**config.mk**
```make
export PLATFORM = sky130hd
export DESIGN_NAME = traffic_light_ctrl_multi
export DESIGN_NICKNAME = d
export VERILOG_FILES = /design/src/rtl/traffic_light_ctrl_multi.sv
export SDC_FILE = /design/constraint.sdc
export NUM_CORES = 1
export LEC_CHECK = 0
export BUFFER_PORTS_ARGS = -buffer_cell sky130_fd_sc_hd__buf_2
export CAP_MARGIN = 0
export CELL_PAD_IN_SITES_DETAIL_PLACEMENT = 1
export CELL_PAD_IN_SITES_GLOBAL_PLACEMENT = 2
export CORE_ASPECT_RATIO = 0.8
export CORE_MARGIN = 2
export CORE_UTILIZATION = 35
export CTS_CLUSTER_SIZE = 12
export DETAILED_ROUTE_END_ITERATION = 6
export GPL_ROUTABILITY_DRIVEN = 0
export GPL_TIMING_DRIVEN = 0
export PLACE_DENSITY = 0.76
export SETUP_SLACK_MARGIN = 0.2
export SYNTH_ARGS = -nofsm -noshare
export SYNTH_HDL_FRONTEND = slang
export SYNTH_SLANG_ARGS = --single-unit
```
**constraint.sdc**
```tcl
create_clock -name clk -period 6 [get_ports clk]
set_input_delay 1.2 -clock clk [delete_from_list [all_inputs] [get_ports clk]]
set_output_delay 1.2 -clock clk [all_outputs]
set_load 0.02 [all_outputs]
```
**src/rtl/traffic_light_ctrl_multi.sv**
```systemverilog
// Round-robin N-way traffic light controller with latched pedestrian requests and an all-red WALK phase.
// Defining TL_FLASH_MODE_EN adds a flash_mode input that forces all-yellow flashing.
module traffic_light_ctrl_multi #(
  parameter int N_DIR         = 4,
  parameter int CNT_W         = 16,
  parameter int GREEN_CYC     = 20,
  parameter int MIN_GREEN_CYC = 8,
  parameter int YELLOW_CYC    = 4,
  parameter int ALLRED_CYC    = 2,
  parameter int PED_CYC       = 10
) (
  input  logic                       clk,
  input  logic                       reset,
  input  logic [N_DIR-1:0]           btn,
`ifdef TL_FLASH_MODE_EN
  input  logic                       flash_mode,
`endif
  output logic [3*N_DIR-1:0]         lights,
  output logic [N_DIR-1:0]           walk,
  output logic [N_DIR-1:0]           ped_pending,
  output logic [1:0]                 state,
  output logic [$clog2(N_DIR)-1:0]   dir
);

  localparam int DIR_W = $clog2(N_DIR);

  localparam logic [1:0] ST_ALL_RED = 2'd0;
  localparam logic [1:0] ST_GREEN   = 2'd1;
  localparam logic [1:0] ST_YELLOW  = 2'd2;
  localparam logic [1:0] ST_WALK    = 2'd3;

  localparam logic [2:0] LAMP_RED    = 3'b100;
  localparam logic [2:0] LAMP_YELLOW = 3'b010;
  localparam logic [2:0] LAMP_GREEN  = 3'b001;

  localparam logic [CNT_W-1:0] T_GREEN  = CNT_W'(GREEN_CYC - 1);
  localparam logic [CNT_W-1:0] T_YELLOW = CNT_W'(YELLOW_CYC - 1);
  localparam logic [CNT_W-1:0] T_ALLRED = CNT_W'(ALLRED_CYC - 1);
  localparam logic [CNT_W-1:0] T_PED    = CNT_W'(PED_CYC - 1);
  // Timer value on the last cycle of a minimum-length green.
  localparam logic [CNT_W-1:0] T_EARLY  = CNT_W'(GREEN_CYC - MIN_GREEN_CYC);

  logic [1:0]           state_reg, state_next;
  logic [DIR_W-1:0]     dir_reg, dir_next;
  logic [CNT_W-1:0]     timer_reg, timer_next;
  logic [3*N_DIR-1:0]   lights_reg, lights_next, lamp_next;
  logic [N_DIR-1:0]     walk_reg, walk_next;
  logic [N_DIR-1:0]     ped_reg, ped_next;
  logic [N_DIR-1:0]     btn_s1_reg, btn_s2_reg, btn_s3_reg;
  logic [N_DIR-1:0]     btn_rise;
  logic [DIR_W-1:0]     dir_wrap;
  logic                 timer_zero;

`ifdef TL_FLASH_MODE_EN
  logic flash_s1_reg, flash_s2_reg;
  logic flash_active_reg, flash_active_next;
  logic flash_yellow_reg, flash_yellow_next;
`endif

  assign btn_rise   = btn_s2_reg & ~btn_s3_reg;
  assign timer_zero = (timer_reg == '0);
  assign dir_wrap   = (dir_reg == DIR_W'(N_DIR - 1)) ? '0 : dir_reg + DIR_W'(1);

  always_comb begin
    state_next = state_reg;
    dir_next   = dir_reg;
    timer_next = timer_reg - CNT_W'(1);
    walk_next  = walk_reg;
    ped_next   = ped_reg | btn_rise;
    case (state_reg)
      ST_ALL_RED: begin
        if (timer_zero) begin
          if (|ped_reg) begin
            state_next = ST_WALK;
            timer_next = T_PED;
            walk_next  = ped_reg;
            // A request detected on this very cycle survives the clear.
            ped_next   = btn_rise;
          end else begin
            state_next = ST_GREEN;
            timer_next = T_GREEN;
          end
        end
      end
      ST_GREEN: begin
        if (timer_zero || ((|ped_reg) && (timer_reg <= T_EARLY))) begin
          state_next = ST_YELLOW;
          timer_next = T_YELLOW;
        end
      end
      ST_YELLOW: begin
        if (timer_zero) begin
          state_next = ST_ALL_RED;
          timer_next = T_ALLRED;
          dir_next   = dir_wrap;
        end
      end
      default: begin
        if (timer_zero) begin
          state_next = ST_GREEN;
          timer_next = T_GREEN;
          walk_next  = '0;
        end
      end
    endcase
`ifdef TL_FLASH_MODE_EN
    flash_active_next = flash_s2_reg;
    flash_yellow_next = flash_yellow_reg;
    if (flash_s2_reg) begin
      state_next = ST_YELLOW;
      dir_next   = dir_reg;
      walk_next  = '0;
      ped_next   = ped_reg;
      if (!flash_active_reg || timer_zero) begin
        flash_yellow_next = !flash_active_reg || !flash_yellow_reg;
        timer_next        = T_YELLOW;
      end else begin
        timer_next = timer_reg - CNT_W'(1);
      end
    end else if (flash_active_reg) begin
      state_next = ST_ALL_RED;
      dir_next   = '0;
      timer_next = T_ALLRED;
      walk_next  = '0;
    end
`endif
  end

  genvar gi;
  generate
    for (gi = 0; gi < N_DIR; gi++) begin : g_lamp
      assign lamp_next[3*gi +: 3] = (dir_next != DIR_W'(gi)) ? LAMP_RED :
                                    (state_next == ST_GREEN)  ? LAMP_GREEN :
                                    (state_next == ST_YELLOW) ? LAMP_YELLOW : LAMP_RED;
    end
  endgenerate

`ifdef TL_FLASH_MODE_EN
  assign lights_next = !flash_active_next ? lamp_next :
                       flash_yellow_next  ? {N_DIR{LAMP_YELLOW}} : {N_DIR{LAMP_RED}};
`else
  assign lights_next = lamp_next;
`endif

  always_ff @(posedge clk or posedge reset) begin
    if (reset) begin
      state_reg  <= ST_ALL_RED;
      dir_reg    <= '0;
      timer_reg  <= T_ALLRED;
      lights_reg <= {N_DIR{LAMP_RED}};
      walk_reg   <= '0;
      ped_reg    <= '0;
      btn_s1_reg <= '0;
      btn_s2_reg <= '0;
      btn_s3_reg <= '0;
    end else begin
      state_reg  <= state_next;
      dir_reg    <= dir_next;
      timer_reg  <= timer_next;
      lights_reg <= lights_next;
      walk_reg   <= walk_next;
      ped_reg    <= ped_next;
      btn_s1_reg <= btn;
      btn_s2_reg <= btn_s1_reg;
      btn_s3_reg <= btn_s2_reg;
    end
  end

`ifdef TL_FLASH_MODE_EN
  always_ff @(posedge clk or posedge reset) begin
    if (reset) begin
      flash_s1_reg     <= 1'b0;
      flash_s2_reg     <= 1'b0;
      flash_active_reg <= 1'b0;
      flash_yellow_reg <= 1'b0;
    end else begin
      flash_s1_reg     <= flash_mode;
      flash_s2_reg     <= flash_s1_reg;
      flash_active_reg <= flash_active_next;
      flash_yellow_reg <= flash_yellow_next;
    end
  end
`endif

  assign lights      = lights_reg;
  assign walk        = walk_reg;
  assign ped_pending = ped_reg;
  assign state       = state_reg;
  assign dir         = dir_reg;

endmodule
```
# --- Yosys cells after proc, flatten, opt, wreduce, memory -nomap -nowiden ---
# Index checks and enable logic that the tools add are counted.
classes:
  div_mod_pow: 0
  reduce_logical: 8
  n_addsub: 2
  n_shift: 0
  n_lt_le_gt_ge: 1
  n_bitwise: 4
  mux: 28
  eq_ne: 9
  mul: 0
ops:
  columns: ["op", "count"]
  rows:
  - ["2-to-1 mux 16 bit", 4]
  - ["case mux 16 bit (3 select lines)", 1]
  - ["2-to-1 mux 4 bit", 6]
  - ["2-to-1 mux 3 bit", 6]
  - ["less-or-equal comparator 16 x 4 -> 1 bit, second input constant", 1]
  - ["zero test 16 bit", 1]
  - ["2-to-1 mux 2 bit", 8]
  - ["subtractor 16 x 1 -> 16 bit, second input constant", 1]
  - ["case mux 4 bit (2 select lines)", 1]
  - ["== test 2 bit, second input constant", 3]
  - ["inequality test 2 bit, second input constant", 3]
  - ["case mux 2 bit (3 select lines)", 1]
  - ["2-to-1 mux 5 bit", 1]
  - ["AND 4 bit", 1]
  - ["== test 2 x 1 -> 1 bit, second input constant", 2]
  - ["NOT 4 bit", 1]
  - ["OR 4 bit", 1]
  - ["OR reduction 4 bit", 1]
  - ["AND reduction 3 bit", 1]
  - ["adder 2 x 1 -> 2 bit, second input constant", 1]
  - ["zero test 2 bit", 1]
  - ["inequality test 2 x 1 -> 1 bit, second input constant", 1]
  - ["nonzero test 2 bit", 1]
  - ["OR reduction 2 bit", 1]
  - ["other kinds (3)", 3]
totals:
  n_memories: 0
  input_bits: 6
  ram_bits: 0
  latchBits: 0
  regBits: 52
  elab_cells: 61
  output_inout_bits: 24
  rom_bits: 0

# --- Logic depth before layout (Yosys ltp) ---
# Gate-level depths: netlist (run 1).
depth:
  depth_word: 9
  ltp_mapped: 9
  depth_no_buf: 8

# --- Least setup slack after synthesis (run 1) ---
# No wires, ideal clock.
synth_path:
  kind: "reg2reg"
  start: "register timer_reg[0]"
  end: "register lights_reg[11], in the netlist lights[11]"
  t_required_ps: 5918
  synth_period_minus_slack_ps: 2592
  path_buffers: 2
  setup_slack_ps: 3408
  setup_ps: 82
  t_arrival_ps: 2510
  stages_incl_launch_ff: 10
  path_cell_list: "dfstp_2 inv_1 ha_1 or3b_2 clkbuf_1 or4_1 clkbuf_2 a2bb2oi_1 ha_1 or2_1"
synth_via:
  elab_chain_cells: 9
  word_cells_on_any_way: 17
  cone_classes: "order compare: 1; eq/ne: 3; mux: 10; reduce/logical: 3"
synth_lines:
  columns: ["item", "line", "text"]
  rows:
  - ["start, declared", "45", "logic [CNT_W-1:0] timer_reg, timer_next;"]
  - ["start signal, assigned", "159", "timer_reg <= timer_next;"]
  - ["less-or-equal comparator 16 x 4 -> 1 bit", "86", "if (timer_zero || ((|ped_reg) && (timer_reg <= T_EARLY))) begin"]
  - ["logical AND 1 bit", "86", null]
  - ["logical OR 1 bit", "86", null]
  - ["2-to-1 mux 2 bit", "86", null]
  - ["case mux 2 bit (3 select lines) *", "70", "case (state_reg)"]
  - ["via state_next[0]", "43", "logic [1:0] state_reg, state_next;"]
  - ["== test 2 bit", "134", "(state_next == ST_YELLOW) ? LAMP_YELLOW : LAMP_RED;"]
  - ["2-to-1 mux 3 bit", "134", null]
  - ["2-to-1 mux 3 bit *", "133", "(state_next == ST_GREEN) ? LAMP_GREEN :"]
  - ["2-to-1 mux 3 bit *", "132", "assign lamp_next[3*gi +: 3] = (dir_next != DIR_W'(gi)) ? LAMP_RED :"]
  - ["via lamp_next[11]", "46", "logic [3*N_DIR-1:0] lights_reg, lights_next, lamp_next;"]
  - ["end signal, assigned", "150", "lights_reg <= {N_DIR{LAMP_RED}};"]
  - ["end signal, assigned", "160", "lights_reg <= lights_next;"]
  - ["end, declared", "46", null]
# Mark *: on every way through the listed nets, which the timed path passes. The rest lies on a longest branch.
# A chain may end at the register's enable or synchronous reset.

# --- Worst setup path in the final report (run 1) ---
layout_path:
  start: "register timer_reg[0]"
  end: "register lights_reg[5], in the netlist lights[5]"
# The elaborated chain is that of the path after synthesis.

==> run summary, run 1 <==
largest net degree at the start of global routing -> 42
Clock power frac -> 16.0%
Max Cap Viol -> 0
Buf/Inv on CP -> 3
Arr. time, crit path -> 3.21 ns
initial core utilization -> 35.7%
Post-Synthesis Cells -> 221
# setup viols final -> 0
Crit-path slowest cell -> or4_1
Fmax achieved -> 338 MHz
Pre-antenna DRT Iters -> 4
reg2reg start -> timer_reg[0]
Post-Layout Cell Count -> 346
drt initial violations -> 74
vias in the first global route -> 1,872
max incr delay on CP -> 0.54 ns
status -> finished clean
hold path cells -> 0
Power Density -> 480 nW/um^2
Tcrit/Tclk final -> 49.4%
critical path peak fanout -> 8
share of cells above drive strength 1 -> 22.8%
Clock Sinks -> 52
Fillers -> 794
grt ovf -> 0
# hold bufs at CTS -> 0
register area -> 1310 um^2
Yosys reg bits -> 52
drt total wl -> 5.66 mm
Remaining DRCs -> 0
Area Overhead vs Synth -> 15.2%
Worst Hold Endpoint -> btn_s2_reg[2]
initial antenna violation count -> 0
Sw Share -> 43.0%
Worst VDD drop -> 0.000128 V
Seq pwr share -> 38.9%
final slew viol count -> 0
Cell Int Power -> 0.767 mW
antenna viol nets, final -> 0
drt wl/cell -> 16.3 um
mapped cell area -> 2430 um^2
RR Endpoint -> lights[5]
dominant synthesized flop cell -> dfrtp_1
Crit Path Category -> reg2reg
sequential area share after synthesis -> 53.7%
Core Region -> 6820 um^2
syn_area_per_cell -> 11.0 um^2
# Post-CTS Setup Buffers -> 0
Psw -> 0.578 mW
CTS buffer count -> 5
port buffer count -> 29
CP top delay family -> simple AND/OR/NAND/NOR gates
FFs w/ async S/R, synth -> 100%
Die ar. -> 7640 um^2
die width -> 97.2 um
post-DP HPWL -> 4.18 mm
Post-CTS Resized -> 0
unrepaired setup endpoints after global routing -> false
CTS tree -> yes
CTS root buffer -> clkbuf_8
combinational share of power -> 45.0%
Sum Neg Setup Slack -> 0 ns
GRT Total Usage -> 16.0%
Placement Rows -> 27
crit start category -> flip-flop
clock buffer depth -> 2
DR vias -> 1,758
DR vias/cell -> 5.08
Multi-input gate area -> 1050 um^2
Post-synth EDFFs -> 0
max reg flops -> 16
Syn Nets -> 236
R2R depth -> 9
diode count -> 0
# H-tree levels -> 2
chip height -> 78.6 um
Final WS setup -> 3.04 ns
post-route minimum period -> 2.96 ns
Worst setup EP type -> flip-flop
pre-CTS setup slack -> 3.01 ns
setup slack, reg-to-reg -> 3.04 ns
crit path cell chain -> inv_1, ha_1, or3b_2, clkbuf_1, or4_1, clkbuf_2, a2bb2oi_1, ha_1, or2_1
Hold Path Origin -> btn_s1_reg[2]
cell count after placement -> 338
Slew HR -> 39.3%
first-pass GRT wire length -> 9.68 mm
final hold vios -> 0
nets@finish -> 273
yosys warns -> 0
most frequent cell on the critical path -> ha_1
Leak -> 1.22 nW
crit path from -> timer_reg[0]
Hold Path Class -> reg2reg
clock-pin slew on the worst setup and hold paths -> 0.10 ns
IO Count -> 30
Yosys cell types -> 50
required time of the critical path -> 6.25 ns
Clock Skews -> 0.00544 ns
Skew-Pair Late Insertion Delay -> 0.31 ns
worst slew pin tran -> 0.903 ns
==> per-layer routing <==
metal / GRT usage [%] / vias up / wire length [um]
li1: - / 858 / -
met1: 22.7 / 866 / 2890
met2: 23.9 / 27 / 2420
met3: 4.72 / 7 / 284
met4: 4.58 / 0 / 62
met5: 0 / - / 0
==> cell families (layout without fill, tap and decap cells) <==
family | Yosys count | after routing | share of synthesized area [%]
and+or+nand+nor | 87 | 87 | 21.1
DFF | 52 | 52 | 53.7
AOI/OAI and AO/OA | 39 | 39 | 11.0
buffers and inverters | 17 | 55 | 3.03
xor gates and xnor gates | 11 | 11 | 3.96
adders and majority gates | 9 | 9 | 4.63
muxes | 6 | 6 | 2.62
==> power by group through the flow <==
stage	registers (mW)	clock network, mW	logic (mW)
after CTS	0.526	0.223	0.613
after detailed placement	0.532	0	0.610
after floorplan	0.554	0	0.412
after global placement	0.526	0	0.594
final	0.524	0.215	0.606
after global routing	0.543	0.238	0.687
==> placed cells by master (no fill, tap or decap), types with 4 or more instances in the layout <==
cell type,instances
dfrtp_1,47
buf_2,30
nor2_1,17
nand2_1,14
o21ai_0,9
ha_1,9
inv_1,8
or4_1,8
nand3_1,7
nor3_1,6
a21oi_1,6
xnor2_1,6
nor2b_1,6
or3_1,5
xor2_1,5
clkbuf_8,5
dfstp_2,5
nor4_1,4
a22o_1,4
o211ai_1,4
==> worst max-delay path by stage <==
stage	endpoint	slack, ns	cells past startpoint
after floorplan	lights[11]	3.41	9
after global placement	timer_reg[15]	2.82	2
after detailed placement	lights[5]	3.01	9
after CTS	lights[5]	2.99	9
after global routing	lights[5]	2.85	9
final	lights[5]	3.04	9
==> cell type report <==
class / instances / area share (%)
plain buffers: 8 / 1.43
clock inverters: 3 / 0.982
well taps: 87 / 3.88
flip-flops and latches: 52 / 46.6
inverters: 9 / 1.20
repair buffers: 30 / 5.89
clock buffers: 5 / 2.45
multi-input cells: 152 / 37.5
==> synth_stat cells, types with 2 or more instances <==
cell | count | area (um^2)
nand2_1 | 14 | 52.6
inv_1 | 9 | 33.8
ha_1 | 9 | 113
or2_1 | 3 | 18.8
nor2_1 | 17 | 63.8
dfrtp_1 | 47 | 1180
xnor2_1 | 6 | 52.6
nand3_1 | 7 | 35.0
clkbuf_1 | 3 | 11.3
nor4_4 | 2 | 42.5
or3b_2 | 2 | 17.5
nor3_1 | 6 | 30.0
o21ai_0 | 9 | 45.0
nand2b_1 | 3 | 18.8
o41ai_1 | 2 | 17.5
a31o_2 | 2 | 17.5
nor4_1 | 4 | 25.0
or3_1 | 5 | 31.3
mux2_2 | 3 | 33.8
a22o_1 | 4 | 35.0
a211oi_1 | 2 | 15.0
nor2b_1 | 6 | 37.5
dfstp_2 | 5 | 131
and2_1 | 2 | 12.5
mux2i_1 | 3 | 30.0
o211ai_1 | 4 | 30.0
xor2_1 | 5 | 43.8
a21oi_1 | 6 | 30.0
buf_4 | 2 | 15.0
o22ai_1 | 2 | 12.5
or4_1 | 8 | 60.1
==> metrics by stage <==
step	hold slack, ns	area (um^2)	power (mW)	utilization (%)
2_1_floorplan	0.331	2430	0.965	-
3_3_place_gp	0.332	2690	1.12	39.4
3_5_place_dp	0.336	2710	1.14	39.7
4_1_cts	0.360	2800	1.36	41.1
5_1_grt	0.371	2800	1.47	41.1
6_report	0.356	2800	1.35	41.1
(Power assumes the default switching activity.)
==> run 2: changes to the inputs <==
clock period = 3 ns   (was 6 ns; I/O delays follow)
==> run summary, run 2 (synthesized netlist as in run 1, its figures left out) <==
grt ovf -> 0
post-route minimum period -> 2.71 ns
clock buffer depth -> 2
vias in the first global route -> 1,887
Leak -> 1.26 nW
Slew HR -> 39.0%
Die ar. -> 7640 um^2
# setup viols final -> 0
first-pass GRT wire length -> 9.81 mm
post-DP HPWL -> 4.18 mm
RR Endpoint -> lights[5]
unrepaired setup endpoints after global routing -> false
Remaining DRCs -> 0
# hold bufs at CTS -> 0
die width -> 97.2 um
reg2reg start -> timer_reg[0]
Worst VDD drop -> 0.000261 V
crit start category -> flip-flop
critical path peak fanout -> 8
cell count after placement -> 338
drt initial violations -> 88
antenna viol nets, final -> 0
diode count -> 0
CTS tree -> yes
most frequent cells in the layout -> dfrtp_1 (47), buf_2 (30), nor2_1 (17)
CTS root buffer -> clkbuf_8
Sum Neg Setup Slack -> 0 ns
Pre-antenna DRT Iters -> 4
Power Density -> 961 nW/um^2
share of cells above drive strength 1 -> 25.7%
Fmax achieved -> 369 MHz
Cell Int Power -> 1.58 mW
crit path cell chain -> inv_1, ha_2, or3b_2, clkbuf_4, or4_4, buf_8, a2bb2oi_4, ha_4, or2_1
Psw -> 1.19 mW
drt total wl -> 5.77 mm
Sw Share -> 42.9%
nets@finish -> 275
Post-Layout Cell Count -> 348
max incr delay on CP -> 0.54 ns
Hold Path Class -> in2async
Crit-path slowest cell -> or4_4
initial core utilization -> 35.7%
Arr. time, crit path -> 2.96 ns
initial antenna violation count -> 0
Tcrit/Tclk final -> 90.3%
R2R depth -> 9
port buffer count -> 29
largest net degree at the start of global routing -> 42
Clock Sinks -> 52
worst slew pin tran -> 0.913 ns
combinational share of power -> 46.6%
DR vias -> 1,797
IO Count -> 30
Final WS setup -> 0.291 ns
# H-tree levels -> 2
DR vias/cell -> 5.16
required time of the critical path -> 3.25 ns
most common cell after layout, fill and taps aside -> dfrtp_1
setup slack, reg-to-reg -> 0.29 ns
final hold vios -> 0
final slew viol count -> 0
Seq pwr share -> 38.0%
CTS buffer count -> 5
Area Overhead vs Synth -> 18.5%
max reg flops -> 16
Crit Path Category -> reg2reg
Clock Skews -> 0.00414 ns
chip height -> 78.6 um
Placement Rows -> 27
clock-pin slew on the worst setup and hold paths -> 0.10 ns
pre-CTS setup slack -> 0.0132 ns
status -> finished clean
Max Cap Viol -> 0
Core Region -> 6820 um^2
drt wl/cell -> 16.6 um
Clock power frac -> 15.5%
Skew-Pair Late Insertion Delay -> 0.31 ns
Worst setup EP type -> flip-flop
GRT Total Usage -> 16.2%
## run 2: worst max-delay path by stage
| stage | startpoint | endpoint | slack, ns | depth (start not counted) |
|---|---|---|---|---|
| 6_report | timer_reg[0] | lights[5] | 0.29 | 9 |
| 5_1_grt | timer_reg[1] | lights[5] | 0.20 | 9 |
| 4_1_cts | timer_reg[0] | lights[5] | 0.20 | 9 |
| 3_5_place_dp | timer_reg[0] | lights[5] | 0.01 | 9 |
| 3_3_place_gp | timer_reg[0] | lights[5] | 0.12 | 9 |
| 2_1_floorplan | timer_reg[0] | lights[11] | 0.41 | 9 |
## run 2: stage by stage
step	area, um^2	power (mW)	util, %	hold WS [ns]
after global routing	2880	3.02	42.2	0.204
after CTS	2850	2.77	41.8	0.202
after floorplan	2430	1.93	-	0.331
final	2880	2.77	42.2	0.204
after detailed placement	2710	2.28	39.7	0.336
after global placement	2690	2.24	39.4	0.332
## run 2: layout make-up
class / count / area [um^2]
clock inverter: 3 / 27.5
fill: 789 / 3940
buffer: 8 / 53.8
sequential: 52 / 1310
timing repair buffer: 32 / 180
multi-input combinational: 152 / 1100
clock buffer: 5 / 68.8
inverter: 9 / 33.8
tap: 87 / 109
## run 2: repair_timing
| item | 4_1_cts | 5_1_grt |
|---|---|---|
| pin swaps | 1 | 1 |
| gates resized for setup | 6 | 7 |
| setup endpoints to repair | 8 | 12 |
| setup buffers | 2 | 0 |
| hold endpoints to repair | 0 | 0 |
## run 2: power by group through the flow
stage                     clock network, mW  logic (mW)  registers [mW]
after floorplan                           0       0.823            1.11
after global placement                    0        1.19            1.05
after detailed placement                  0        1.22            1.06
after CTS                             0.446        1.27            1.05
after global routing                  0.476        1.46            1.09
final                                 0.428        1.29            1.05
## run 2: worst max-delay path: cells and delay by family (launching register included)
family	cells	cell delay, ns
simple gates	3	1.21
buf+inv	3	0.44
flops	1	0.39
compound gates	1	0.18
fa+ha+maj	2	0.42
## run 2: routing by layer
layer	wire (um)	global-route usage (%)
met5	0	0
met3	317	4.72
met1	2880	23.0
met4	71	4.58
met2	2500	24.4
